<file path="src/rtl/bcd_req_arbiter_if.sv">
// Request/grant bundle for the ten-way BCD request arbiter.
// The slave side is the arbiter; the master side is the request source and grant consumer.
interface bcd_req_arbiter_if;
  logic [9:0] req;
  logic       done;
  logic [9:0] gnt;
  logic [3:0] gnt_id;
  logic       gnt_valid;
  logic       timeout;

  modport master (
    output req,
    output done,
    input  gnt,
    input  gnt_id,
    input  gnt_valid,
    input  timeout
  );

  modport slave (
    input  req,
    input  done,
    output gnt,
    output gnt_id,
    output gnt_valid,
    output timeout
  );
endinterface

</file>
<file path="src/rtl/bcd_req_arbiter.sv">
// Ten-requester arbiter with a one-hot grant and a BCD index, round-robin or fixed priority.
// A grant is held until done, a withdrawal of the request, or HOLD_MAX cycles elapse.
module bcd_req_arbiter #(
  parameter int RR       = 1,
  parameter int HOLD_MAX = 8,
  parameter int CW       = 8
) (
  input  logic               clk,
  input  logic               rst,
  bcd_req_arbiter_if.slave   bus
);

  typedef enum logic [1:0] {S_IDLE, S_GRANT, S_RELEASE} state_t;

  state_t          state, state_n;
  logic [9:0]      gnt_p0, gnt_n;
  logic [3:0]      gnt_id_p0, gnt_id_n;
  logic            vld_p0, vld_n;
  logic            timeout_p0, timeout_n;
  logic [CW-1:0]   hold_cnt, hold_cnt_n;
  logic [3:0]      last_id, last_id_n;
  logic [3:0]      win;

  // Round-robin scans upward from the index after the previous winner, wrapping at 9.
  function automatic logic [3:0] pick(input logic [9:0] r, input logic [3:0] last);
    logic [3:0] w;
    logic [3:0] idx;
    logic       found;
    int         t;
    w     = 4'd0;
    found = 1'b0;
    if (RR != 0) begin
      for (int k = 1; k <= 10; k++) begin
        t   = (int'(last) + k) % 10;
        idx = 4'(t);
        if (!found && r[idx]) begin
          w     = idx;
          found = 1'b1;
        end
      end
    end else begin
      for (int k = 9; k >= 0; k--) begin
        idx = 4'(k);
        if (r[idx]) w = idx;
      end
    end
    return w;
  endfunction

  always_comb begin
    state_n    = state;
    gnt_n      = gnt_p0;
    gnt_id_n   = gnt_id_p0;
    vld_n      = vld_p0;
    timeout_n  = 1'b0;
    hold_cnt_n = hold_cnt;
    last_id_n  = last_id;
    win        = pick(bus.req, last_id);
    case (state)
      S_IDLE: begin
        if (|bus.req) begin
          gnt_n      = 10'd1 << win;
          gnt_id_n   = win;
          vld_n      = 1'b1;
          hold_cnt_n = '0;
          last_id_n  = win;
          state_n    = S_GRANT;
        end
      end
      S_GRANT: begin
        // done outranks withdrawal, which outranks expiry; only expiry flags timeout.
        if (bus.done || !(|(bus.req & gnt_p0))) begin
          gnt_n    = '0;
          gnt_id_n = 4'd0;
          vld_n    = 1'b0;
          state_n  = S_RELEASE;
        end else if (hold_cnt == CW'(HOLD_MAX - 1)) begin
          gnt_n     = '0;
          gnt_id_n  = 4'd0;
          vld_n     = 1'b0;
          timeout_n = 1'b1;
          state_n   = S_RELEASE;
        end else begin
          hold_cnt_n = hold_cnt + CW'(1);
        end
      end
      S_RELEASE: state_n = S_IDLE;
      default:   state_n = S_IDLE;
    endcase
  end

  always_ff @(posedge clk) begin
    if (rst) begin
      state      <= S_IDLE;
      gnt_p0     <= '0;
      gnt_id_p0  <= 4'd0;
      vld_p0     <= 1'b0;
      timeout_p0 <= 1'b0;
      hold_cnt   <= '0;
      last_id    <= 4'd9;
    end else begin
      state      <= state_n;
      gnt_p0     <= gnt_n;
      gnt_id_p0  <= gnt_id_n;
      vld_p0     <= vld_n;
      timeout_p0 <= timeout_n;
      hold_cnt   <= hold_cnt_n;
      last_id    <= last_id_n;
    end
  end

  assign bus.gnt       = gnt_p0;
  assign bus.gnt_id    = gnt_id_p0;
  assign bus.gnt_valid = vld_p0;
  assign bus.timeout   = timeout_p0;

endmodule

</file>
<file path="src/flat_wrapper.sv">
// flat-port wrapper written by rule: the top's interface ports become plain ports
module bcd_req_arbiter_flat 
#(
  parameter int RR       = 1,
  parameter int HOLD_MAX = 8,
  parameter int CW       = 8
)
  (clk, rst, bus_req, bus_done, bus_gnt, bus_gnt_id, bus_gnt_valid, bus_timeout);
  bcd_req_arbiter_if bus_i ();
  input  logic clk;
  input  logic rst;
  input wire logic [$bits(bus_i.req)-1:0] bus_req;
  input wire logic [$bits(bus_i.done)-1:0] bus_done;
  output wire logic [$bits(bus_i.gnt)-1:0] bus_gnt;
  output wire logic [$bits(bus_i.gnt_id)-1:0] bus_gnt_id;
  output wire logic [$bits(bus_i.gnt_valid)-1:0] bus_gnt_valid;
  output wire logic [$bits(bus_i.timeout)-1:0] bus_timeout;
  assign bus_i.req = bus_req;
  assign bus_i.done = bus_done;
  assign bus_gnt = bus_i.gnt;
  assign bus_gnt_id = bus_i.gnt_id;
  assign bus_gnt_valid = bus_i.gnt_valid;
  assign bus_timeout = bus_i.timeout;
  bcd_req_arbiter #(.RR(RR), .HOLD_MAX(HOLD_MAX), .CW(CW)) u_core (.clk(clk), .rst(rst), .bus(bus_i));
endmodule
</file>
<file path="config.mk">
export PLATFORM = sky130hd
export DESIGN_NAME = bcd_req_arbiter_flat
export DESIGN_NICKNAME = d
export VERILOG_FILES = /design/src/rtl/bcd_req_arbiter_if.sv /design/src/rtl/bcd_req_arbiter.sv /design/src/flat_wrapper.sv
export SDC_FILE = /design/constraint.sdc
export NUM_CORES = 1
export LEC_CHECK = 0
export CAP_MARGIN = 10
export CORE_MARGIN = 4
export CORE_UTILIZATION = 44
export CTS_CLUSTER_DIAMETER = 40
export DETAILED_ROUTE_END_ITERATION = 12
export PLACE_DENSITY = 0.63
export SYNTH_ARGS = -nofsm -noshare
export SYNTH_HDL_FRONTEND = slang
export SYNTH_SLANG_ARGS = --single-unit
</file>
<file path="constraint.sdc">
create_clock -name clk -period 6.9 [get_ports clk]
set_input_delay 1.035 -clock clk [delete_from_list [all_inputs] [get_ports clk]]
set_output_delay 1.035 -clock clk [all_outputs]
set_load 0.03 [all_outputs]
</file>
==> out/qor.txt <==
Status -> completed
Util after Layout -> 49.0%
WP data arrival -> 6160 ps
P&R area growth vs syn -> 8.42%
Layout cell share with drive strength beyond 1 -> 9.56%
Global-route wire length before repair -> 27300 um
Post-DRT Antenna Nets -> 0
Pins Over Slew Limit -> 0
Largest net degree at the start of global routing -> 43
CTS Buffer Depth -> 2
Yosys cell types -> 94
Initial cell density of the core -> 45.2%
Number of buffers created by CTS -> 5
Reg2reg path depth -> 14
Worst-margin pin slew -> 876 ps
Clock sinks -> 30
Ys async rst share -> 0%
Die width -> 117 um
R2r setup slk -> 930 ps
RSZ-0062 raised after global routing -> false
Type of the worst setup path -> reg -> reg
Min Hold Slack -> 466 ps
Residual DRC -> 0
CTS root buf -> clkbuf_16
Hold Path End -> u_core.bus.gnt_id[1]
Reg2reg start -> u_core.last_id[1]
Post-route clock period utilization -> 86.5%
Ranking of synthesized cells by area -> dfxtp_1 12%, ha_1 8.2%, nand2_1 5.1%, mux2i_1 5.0%, a21oi_1 4.7%
RD Place Congestion -> 0.977
First-pass detailed-route iteration total -> 5
Main synth FF type -> dfxtp_1
Critical path endpoint category -> flip-flop
Final hold vios -> 0
Nets -> 757
Clock transition at path regs -> 50 ps
Placeable Area -> 11500 um^2
Initial DRC Count -> 562
Postcts setup bufs -> 0
Fin crit period -> 5970 ps
Max-Cap Viols -> 0
Critical path peak fanout -> 19
TritonCTS clock tree -> built
EDFF count, synth -> 0
Max transition margin -> 41.5%
Wire length per cell -> 19.7 um
Total congestion overflow -> 0
CP Data Required Time -> 7090 ps
Number of diodes -> 0
Cts hold-fix bufs -> 0
Post-synth top area cell -> dfxtp_1
Worst skew pair latency -> 270 ps
H-tree level count -> 2
Top Ports -> 29
Hold_sp -> u_core.bus.gnt_id[1]
Vias per inst -> 6.48
Yosys reg bits -> 30
Die height -> 117 um
Seq/Total Area, Yosys -> 11.5%
Share of the synthesized area in the top cell type -> 11.5%
Hold crit path type -> reg -> reg
Synthesis Warnings -> 0
DRT Wirelength -> 16800 um
Worst setup SP type -> flip-flop
Post-CTS sizing -> 0
Final setup violation count -> 0
Detailed Place HPWL -> 13000 um
Setup TNS -> 0 ps
Max frequency -> 168 MHz
Fillcell total -> 1144
Skew final -> 3.28 ps
Die area -> 13600 um^2
Syn_nets -> 753
Number of global-route vias before repair -> 5271
Vias post-DR -> 5534
Post-Synthesis Cells -> 706
Initial antenna violation count -> 0
Hold depth -> 2
Synth Cell Area -> 5200 um^2
Rows -> 39
R2R Path End -> u_core.bus.gnt[2]
Avg Inst Size Synth -> 7.37 um^2
Buffers on Ports -> 28
GRT Util Overall -> 24.9%
==> state kept, by name, indices dropped and copies added (netlist names) <==
register	count
u_core.bus.gnt	10
u_core.hold_cnt	8
u_core.bus.gnt_id	4
u_core.last_id	4
u_core.state	2
u_core.bus.gnt_valid	1
u_core.bus.timeout	1
==> cells in the mapped netlist (all sizes together) (16+ instances only) <==
| cell type | count |
|---|---|
| a21oi | 53 |
| buf | 26 |
| dfxtp | 30 |
| ha | 34 |
| inv | 21 |
| mux2 | 16 |
| mux2i | 26 |
| nand2 | 70 |
| nand2b | 21 |
| nand3 | 31 |
| nor2 | 61 |
| nor3 | 20 |
| o21ai | 37 |
| xnor2 | 19 |
==> through the flow <==
step	setup slack, ps	cell area (um^2)	instances
2_1_floorplan	1890	5200	706
3_3_place_gp	1350	5490	846
3_5_place_dp	1130	5490	846
4_1_cts	1090	5640	854
5_1_grt	522	5640	854
6_report	930	5640	854
==> cells by family (layout without fill, tap and decap cells) <==
| group | Yosys count | in the layout | share of synthesized area, % |
|---|---|---|---|
| buffers and inverters | 62 | 67 | 5.99 |
| adder cells (fa/ha/maj) | 40 | 40 | 9.33 |
| AO/OA/AOI/OAI | 215 | 215 | 30.2 |
| XOR/XNOR | 29 | 29 | 5.32 |
| AND/OR/NAND/NOR | 286 | 286 | 28.2 |
| multiplexers | 44 | 44 | 9.33 |
| flip-flops | 30 | 30 | 11.5 |
==> worst max-delay path: stages (launching register included) <==
cell       delay [ps]
dfxtp_1           640
inv_1             370
ha_1              950
nor2b_1           400
a21oi_1           140
o21ai_0           480
nand3_1           140
a311o_1           400
o31ai_1           480
or3b_1            370
or2_1             360
a2111oi_4          80
o32a_2            390
or3_1             410
o31ai_1           250
==> worst max path at each step <==
stage | start | endpoint | cells past startpoint
final | u_core.last_id[1] | u_core.bus.gnt[2] | 14
after detailed placement | u_core.last_id[1] | u_core.bus.gnt[2] | 14
after floorplan | u_core.last_id[1] | u_core.bus.gnt[0] | 19
after global placement | u_core.last_id[3] | u_core.bus.gnt[2] | 18
after CTS | u_core.last_id[1] | u_core.bus.gnt[2] | 14
after global routing | u_core.last_id[1] | u_core.bus.gnt[0] | 14
==> metal layers <==
layer | track usage (%) | up-vias | wire length, um | part of all wire [%]
li1 | - | 2663 | - | -
met1 | 32.9 | 2643 | 7370 | 44
met2 | 43.5 | 199 | 8250 | 49
met3 | 2.44 | 29 | 857 | 5.1
met4 | 6.19 | 0 | 360 | 2.1
met5 | 0 | - | 0 | 0
==> layout by cell type, fill, tap and decap left out, drive strengths merged, types with 21 or more instances in the layout <==
cell type,synthesis,routed
nand2,70,70
nor2,61,61
a21oi,53,53
o21ai,37,37
ha,34,34
nand3,31,31
dfxtp,30,30
clkdlybuf4s50,0,28
mux2i,26,26
nand2b,21,21
inv,21,21
==> final cells by class <==
type                            count  area [um^2]  share of cell area [%]
Clock buffer                        7          143                    2.53
Clock inverter                      1         5.00                  0.0888
Inverter                           24         90.1                    1.60
Multi-Input combinational cell    614         4290                    76.1
Sequential cell                    30          601                    10.7
Tap cell                          143          179                    3.17
Timing Repair Buffer               35          333                    5.90
Power is left out: the tool's default activity adds up to more than one toggle a clock period on the data nets, which glitch-free logic cannot reach.
